<file path="config.mk">
export PLATFORM = sky130hd
export DESIGN_NAME = wb_reg_file
export DESIGN_NICKNAME = d
export VERILOG_FILES = /design/src/rtl/wb_reg_file.sv
export SDC_FILE = /design/constraint.sdc
export NUM_CORES = 2
export LEC_CHECK = 0
export BUFFER_PORTS_ARGS = -buffer_cell sky130_fd_sc_hd__clkbuf_2
export CORE_ASPECT_RATIO = 1.25
export CORE_MARGIN = 2
export CORE_UTILIZATION = 40
export DETAILED_ROUTE_END_ITERATION = 8
export SYNTH_ARGS = -nofsm -noshare
export SYNTH_HDL_FRONTEND = slang
export SYNTH_SLANG_ARGS = --single-unit
</file>
<file path="constraint.sdc">
create_clock -name clk -period 5.32 [get_ports clk]
set_clock_uncertainty 0.05 [all_clocks]
set_input_delay 1.596 -clock clk [delete_from_list [all_inputs] [get_ports clk]]
set_output_delay 1.596 -clock clk [all_outputs]
set_load 0.01 [all_outputs]
</file>
<file path="src/rtl/wb_reg_file.sv">
// 32x32 register file fed by writeback, with write-through bypass
// and a per-register pending-write scoreboard for RAW stalls.
module wb_reg_file #(
  parameter int unsigned MAX_PEND  = 3,
  parameter logic [31:0] RESET_VAL = 32'h0000_0000
) (
  input  logic        clk,
  input  logic        rst_n,
  input  logic        wb_we,
  input  logic [4:0]  wb_dst,
  input  logic [31:0] wb_data,
  input  logic [4:0]  rs_addr,
  input  logic [4:0]  rt_addr,
  output logic [31:0] rs_data,
  output logic [31:0] rt_data,
  input  logic        iss_valid,
  input  logic        iss_we,
  input  logic [4:0]  iss_dst,
  output logic        rs_busy,
  output logic        rt_busy,
  output logic        stall,
  output logic        sb_err
);

  localparam int PW = (MAX_PEND < 2) ? 1 : $clog2(MAX_PEND + 1);
  localparam logic [PW-1:0] PMAX = PW'(MAX_PEND);
  localparam logic [PW-1:0] PONE = PW'(1);

  logic [31:0]   regs     [32];
  logic [PW-1:0] pend     [32];
  logic [PW-1:0] pend_nxt [32];
  logic [31:0]   inc_v;
  logic [31:0]   dec_v;
  logic          err_set;
  logic          rs_hit;
  logic          rt_hit;

  always_ff @(posedge clk or negedge rst_n) begin
    if (!rst_n) begin
      regs[0] <= '0;
      for (int i = 1; i < 32; i++) begin
        regs[i] <= RESET_VAL;
      end
    end else if (wb_we && wb_dst != 5'd0) begin
      regs[wb_dst] <= wb_data;
    end
  end

  always_comb begin
    inc_v = '0;
    dec_v = '0;
    for (int r = 1; r < 32; r++) begin
      inc_v[r] = iss_valid && iss_we && iss_dst == 5'(r);
      dec_v[r] = wb_we && wb_dst == 5'(r);
    end
  end

  // Simultaneous issue and retire on one register cancel out.
  always_comb begin
    err_set = 1'b0;
    for (int r = 0; r < 32; r++) begin
      pend_nxt[r] = pend[r];
      unique case (1'b1)
        inc_v[r] && !dec_v[r]: begin
          if (pend[r] == PMAX) err_set = 1'b1;
          else pend_nxt[r] = pend[r] + PONE;
        end
        dec_v[r] && !inc_v[r]: begin
          if (pend[r] == '0) err_set = 1'b1;
          else pend_nxt[r] = pend[r] - PONE;
        end
        default: ;
      endcase
    end
  end

  always_ff @(posedge clk or negedge rst_n) begin
    if (!rst_n) begin
      for (int i = 0; i < 32; i++) begin
        pend[i] <= '0;
      end
      sb_err <= 1'b0;
    end else begin
      for (int i = 0; i < 32; i++) begin
        pend[i] <= pend_nxt[i];
      end
      if (err_set) sb_err <= 1'b1;
    end
  end

  // Bypass is suppressed while in reset so reads show reset contents.
  assign rs_hit = rst_n && wb_we
               && wb_dst == rs_addr && rs_addr != 5'd0;
  assign rt_hit = rst_n && wb_we
               && wb_dst == rt_addr && rt_addr != 5'd0;

  assign rs_data = (rs_addr == 5'd0) ? 32'd0
                 : rs_hit ? wb_data : regs[rs_addr];
  assign rt_data = (rt_addr == 5'd0) ? 32'd0
                 : rt_hit ? wb_data : regs[rt_addr];

  assign rs_busy = rs_addr != 5'd0
                && pend[rs_addr] != '0
                && !(pend[rs_addr] == PONE && rs_hit);
  assign rt_busy = rt_addr != 5'd0
                && pend[rt_addr] != '0
                && !(pend[rt_addr] == PONE && rt_hit);

  assign stall = rs_busy | rt_busy;

endmodule

</file>
---- Word-level counts from Yosys, hierarchy flattened ----
Index checks and enable logic that the tools add are counted.
storage, ports and cells
  register bits ........................... 1,087
  input port bits ......................... 57
  output and inout bits ................... 68
  logic and storage cells ................. 800
operators by class
  add/subtract/negate cells ............... 62
  magnitude comparators ................... 4
  eq/ne operators ......................... 159
  mux-type cells .......................... 205
  bitwise operators ....................... 4
  reductions and logical operators ........ 302
operators by type and width
  kind                                                                 number
  1024-bit bitwise mux                                                 1
  32-bit binary-select mux with 5-bit select                           2
  32-bit two-way mux                                                   9
  32-bit demux with 5-bit select                                       1
  5-bit == test (second input constant)                                32
  1-bit logical AND                                                    138
  2-bit two-way mux                                                    66
  2-bit != test (second input constant)                                62
  2-bit case mux with 2 select lines                                   31
  3-bit AND reduction                                                  31
  5-bit by 4-bit == test with 1-bit output (second input constant)     16
  2-bit nonzero test                                                   33
  1-bit zero test                                                      64
  2-bit by 1-bit adder with 2-bit output (second input constant)       31
  2-bit == test (second input constant)                                31
  2-bit zero test                                                      31
  1-bit two-way mux                                                    62
  1-bit case mux with 2 select lines                                   31
  2-bit by 1-bit subtractor with 2-bit output (second input constant)  31
  5-bit by 3-bit == test with 1-bit output (second input constant)     8
  2-bit binary-select mux with 5-bit select                            2
  5-bit by 2-bit == test with 1-bit output (second input constant)     4
  6-bit greater-or-equal comparator (second input constant)            3
  5-bit NOT with 6-bit output                                          3
  7 further kinds                                                      13

---- Logic depth before layout (Yosys ltp) ----
  depth after elaboration ................. 65
  gate-level depth with buffers ........... 12
  gate-level depth less buffers ........... 11

---- Worst setup path after synthesis ----
OpenSTA, ideal clock, no wires.
  path kind ............................... in2out
  start ................................... in rt_addr[1]
  end ..................................... out rt_data[17]
  data arrival time ....................... 3.343 ns
  data required time ...................... 3.674 ns
  setup slack ............................. 0.331 ns
  cell stages on the path ................. 7
  path buffers ............................ 3
  cell sequence ........................... buf_2 -> buf_2 -> clkbuf_1 -> mux4_2 -> mux4_2 -> a22oi_1 -> nand2_1
between the ends
  cells in the longest elaborated chain, start to end .. 6
  elaborated cells between the ends (all ways) .. 11
  those cells by class .................... eq/ne (1); mux (5); bitwise (1); reduce/logical (4)
RTL lines
  item                                                   RTL line  text
  start: declaration                                     13        input logic [4:0] rt_addr,
  5-bit NOT with 6-bit output (not written as such)      100       : rt_hit ? wb_data : regs[rt_addr];
  32-bit binary-select mux with 5-bit select             100
  32-bit two-way mux (not written as such) (2 in a row)  100
  32-bit two-way mux                                     100
  32-bit two-way mux *                                   99        assign rt_data = (rt_addr == 5'd0) ? 32'd0
  end: declaration                                       15        output logic [31:0] rt_data,
Mark *: on every way between the ends. The rest lies on a longest branch, timed or not. The select of a mux whose other input is x is not followed.

---- Worst setup path in the final report ----
  start ................................... in wb_dst[3]
  end ..................................... out rs_data[3]
between the ends
  cells in the longest elaborated chain, start to end .. 5
RTL lines
  item                            RTL line  text
  start: declaration              10        input logic [4:0] wb_dst,
  5-bit == test                   93        && wb_dst == rs_addr && rs_addr != 5'd0;
  1-bit logical AND (2 in a row)  93
  32-bit two-way mux              98        : rs_hit ? wb_data : regs[rs_addr];
  32-bit two-way mux              97        assign rs_data = (rs_addr == 5'd0) ? 32'd0
  end: declaration                14        output logic [31:0] rs_data,
No other way between the ends.

==> qor.txt <==
Outcome: finished with violations
Failing checks: setup timing
Sw Ratio: 29.1%
Yosys warnings: 0
Reg2reg path depth: 5
Post-Synthesis Cell Area: 61,500 um^2
DRT Pass-1 Iters: 6
Startpoint Class: input pin
Die area: 157,000 um^2
Slowest-stage cell, CP: nor4_2
Fillers: 13,300
Arrival @ worst endpoint: 3.70 ns
Max_cap viols: 0
Pre-CTS setup slack: -0.773 ns
Pleak: 31.9 nW
Largest net degree at the start of global routing: 170
Via count: 43,300
Floorplan core area: 152,000 um^2
Cts bufs inserted: 119
Max-slew violations: 0
Row count: 160
Die height: 442 um
Peak supply drop: 291 uV
Post-synthesis cell type count: 57
Min Tclk post-route: 5.35 ns
Clock-pin slew on the worst setup and hold paths: 0.06 ns
Share of post-route cells with drive strength above 1: 48.4%
Unrepaired setup endpoints after global routing: true
Max Freq: 0.187 GHz
Crit-path max FO: 9
Number of vias per cell: 6.28
Comb pwr share: 22.8%
Slowest stage delay, CP: 0.32 ns
Placed cell area: 66,700 um^2
Clock Latency Late Sink: 0.76 ns
H-tree depth: 3
HP Class: reg -> reg
Global-route wire length before repair: 311,000 um
Power Density: 354 nW/um^2
GPL Wtd Cong: 0.886
I/O pins: 125
Design area: 72,100 um^2
Initial Util: 40.4%
Synth Net Count: 4,679
Hold Buf Count CTS: 0
Clock Sink Count: 1,087
Antenna-violating nets left: 0
Setup CP Type: in -> out
CTS tree: done
Cells after synthesis: 4,560
Max Root-Sink Buffers: 3
Hold Slack: 0.345 ns
Die width: 355 um
Share of the yosys chip area belonging to registers: 44.2%
Critical path required time: 3.67 ns
CP cell instances: buf_2 -> buf_6 -> xor2_1 -> nor4_2 -> buf_4 -> and3_4 -> buf_12 -> buf_16 -> buf_4 -> nand2_1 -> a21oi_2 -> buf_2
Final period util: 101%
Nets: 4,891
Worst-Margin Slew: 1.16 ns
# setup viols final: 6
Number of synthesized register bits: 1,087
Initial antenna violation count: 8
Clock power share: 33.2%
DP Wirelength: 130,000 um
Total track usage: 27.1%
Post-synth EDFFs: 0
Initial DRC Count: 4,940
Crit. End Element: output port
Area grow syn2layout: 17.3%
Post-synth ARST share: 100%
Post-Syn Area per Cell: 13.5 um^2
Port bufs: 124
Switching power total: 7.44 mW
DRC errors left: 0
Main synth FF type: dfrtp_1
Hold depth: 0
Slew margin rel.: 22.6%
Flop pwr share: 44.0%
GRT overflow: 0
CTS Root Cell: clkbuf_16
Final Hold Fails: 0
Internal: 18.1 mW
Final setup margin: -0.0310 ns
Vias in the first global route: 43,500
WL final: 216,000 um
Drt wl/cell: 31.4 um
[path summary, 6_finish.rpt]
path	startpoint	endpoint	slack, ns
worst max-delay path	wb_dst[3]	rs_data[3]	-0.03
worst min-delay path	regs[1022]$_DFFE_PN0P_	regs[1022]$_DFFE_PN0P_	0.35
worst max register to register	pend[21]$_DFFE_PN0P_	sb_err$_DFFE_PN0P_	3.37
worst min register to register	regs[1022]$_DFFE_PN0P_	regs[1022]$_DFFE_PN0P_	0.35
max in group asynchronous	rst_n	regs[194]$_DFFE_PN0P_	1.75
min in group asynchronous	rst_n	regs[909]$_DFFE_PN0P_	0.90
[cells by family after synthesis]
kind of cell / count (synthesis) / share of synthesized area, %
AOI/OAI and AO/OA: 383 / 3.79
xor gates and xnor gates: 10 / 0.142
adders and majority gates: 62 / 1.26
buffers and inverters: 568 / 4.16
DFF: 1087 / 44.2
muxes: 1671 / 40.7
and+or+nand+nor: 779 / 5.74
[worst max-delay path, delay by kind of cell]
family | cells | cell delay (ns)
buffers and inverters | 7 | 1.09
AO/OA/AOI/OAI | 1 | 0.19
AND/OR/NAND/NOR | 3 | 0.63
XOR/XNOR | 1 | 0.16
[sequential cells by signal, summed over array words and instances, names as in the netlist]
signal  flops
sb_err      1
pend       62
regs     1024
[final cells by class]
class	instances	area (um^2)	share of cell area, %
flip-flops and latches	1087	27200	37.7
diodes	3	7.51	0.0104
well taps	2025	2530	3.51
multi-input cells	2905	32400	44.9
clock inverters	47	465	0.645
clock buffers	175	3480	4.83
repair buffers	552	5640	7.81
inverters	107	402	0.557
[power by group through the flow]
| stage | clock network (mW) | registers, mW | logic (mW) |
|---|---|---|---|
| CTS | 8.58 | 11.2 | 5.77 |
| floorplan | 0 | 10.7 | 4.10 |
| global placement | 0 | 11.2 | 5.53 |
| global route | 8.93 | 11.4 | 6.19 |
| detailed placement | 0 | 11.3 | 5.64 |
| finish | 8.47 | 11.2 | 5.82 |
[timing repair]
action                     CTS  global route
setup endpoints to repair   65            50
pin swaps                   13            11
cloned                       3             7
setup buffers               30            26
resized for setup           84            43
[per-stage QoR]
stage	util (%)	cells	setup TNS [ns]	power, mW
2_1_floorplan	-	4560	0	14.8
3_3_place_gp	43.8	6610	-12.66	16.7
3_5_place_dp	43.8	6610	-12.32	16.9
4_1_cts	46.9	6865	-0.128	25.5
5_1_grt	47.3	6900	-0.306	26.5
6_report	47.3	6901	-0.0940	25.5
[metal layers]
| metal | global-route usage, % | part of all wire (%) |
|---|---|---|
| met3 | 5.40 | 8.8 |
| met2 | 41.7 | 46 |
| met5 | 0 | 0 |
| met4 | 11.8 | 4.6 |
| met1 | 37.3 | 41 |
[cells in the mapped netlist (all sizes together) (9+ instances only)]
cell type | instances | area (um^2)
buf | 213 | 1230
o221a | 11 | 124
a22oi | 48 | 360
mux2 | 910 | 10200
o2111ai | 13 | 114
nand3b | 14 | 105
nor3b | 26 | 195
nor2b | 37 | 231
nor2 | 127 | 487
nand2b | 26 | 163
dfrtp | 1087 | 27200
inv | 105 | 394
nand2 | 414 | 1550
a21oi | 166 | 831
ha | 62 | 776
nor3 | 29 | 156
nand4b | 11 | 96.3
clkbuf | 248 | 932
nand3 | 63 | 315
mux2i | 190 | 1900
mux4 | 571 | 12900
o22ai | 67 | 419
o21ai | 49 | 245
nor4 | 9 | 56.3
xor2 | 10 | 87.6
[layout by cell type, fill, tap and decap left out, types with 46 or more instances in the layout]
cell,Yosys,final
o22ai_1,67,67
buf_12,0,102
inv_1,104,101
a22oi_1,48,46
mux4_2,571,571
clkbuf_2,1,112
buf_4,33,300
nor2_1,123,102
a21oi_1,166,153
nand2_1,414,391
nand3_1,63,61
dfrtp_1,1087,1087
ha_1,62,62
mux2i_1,190,187
mux2_2,910,909
clkbuf_16,0,128
Power figures use the tool's default switching activity.
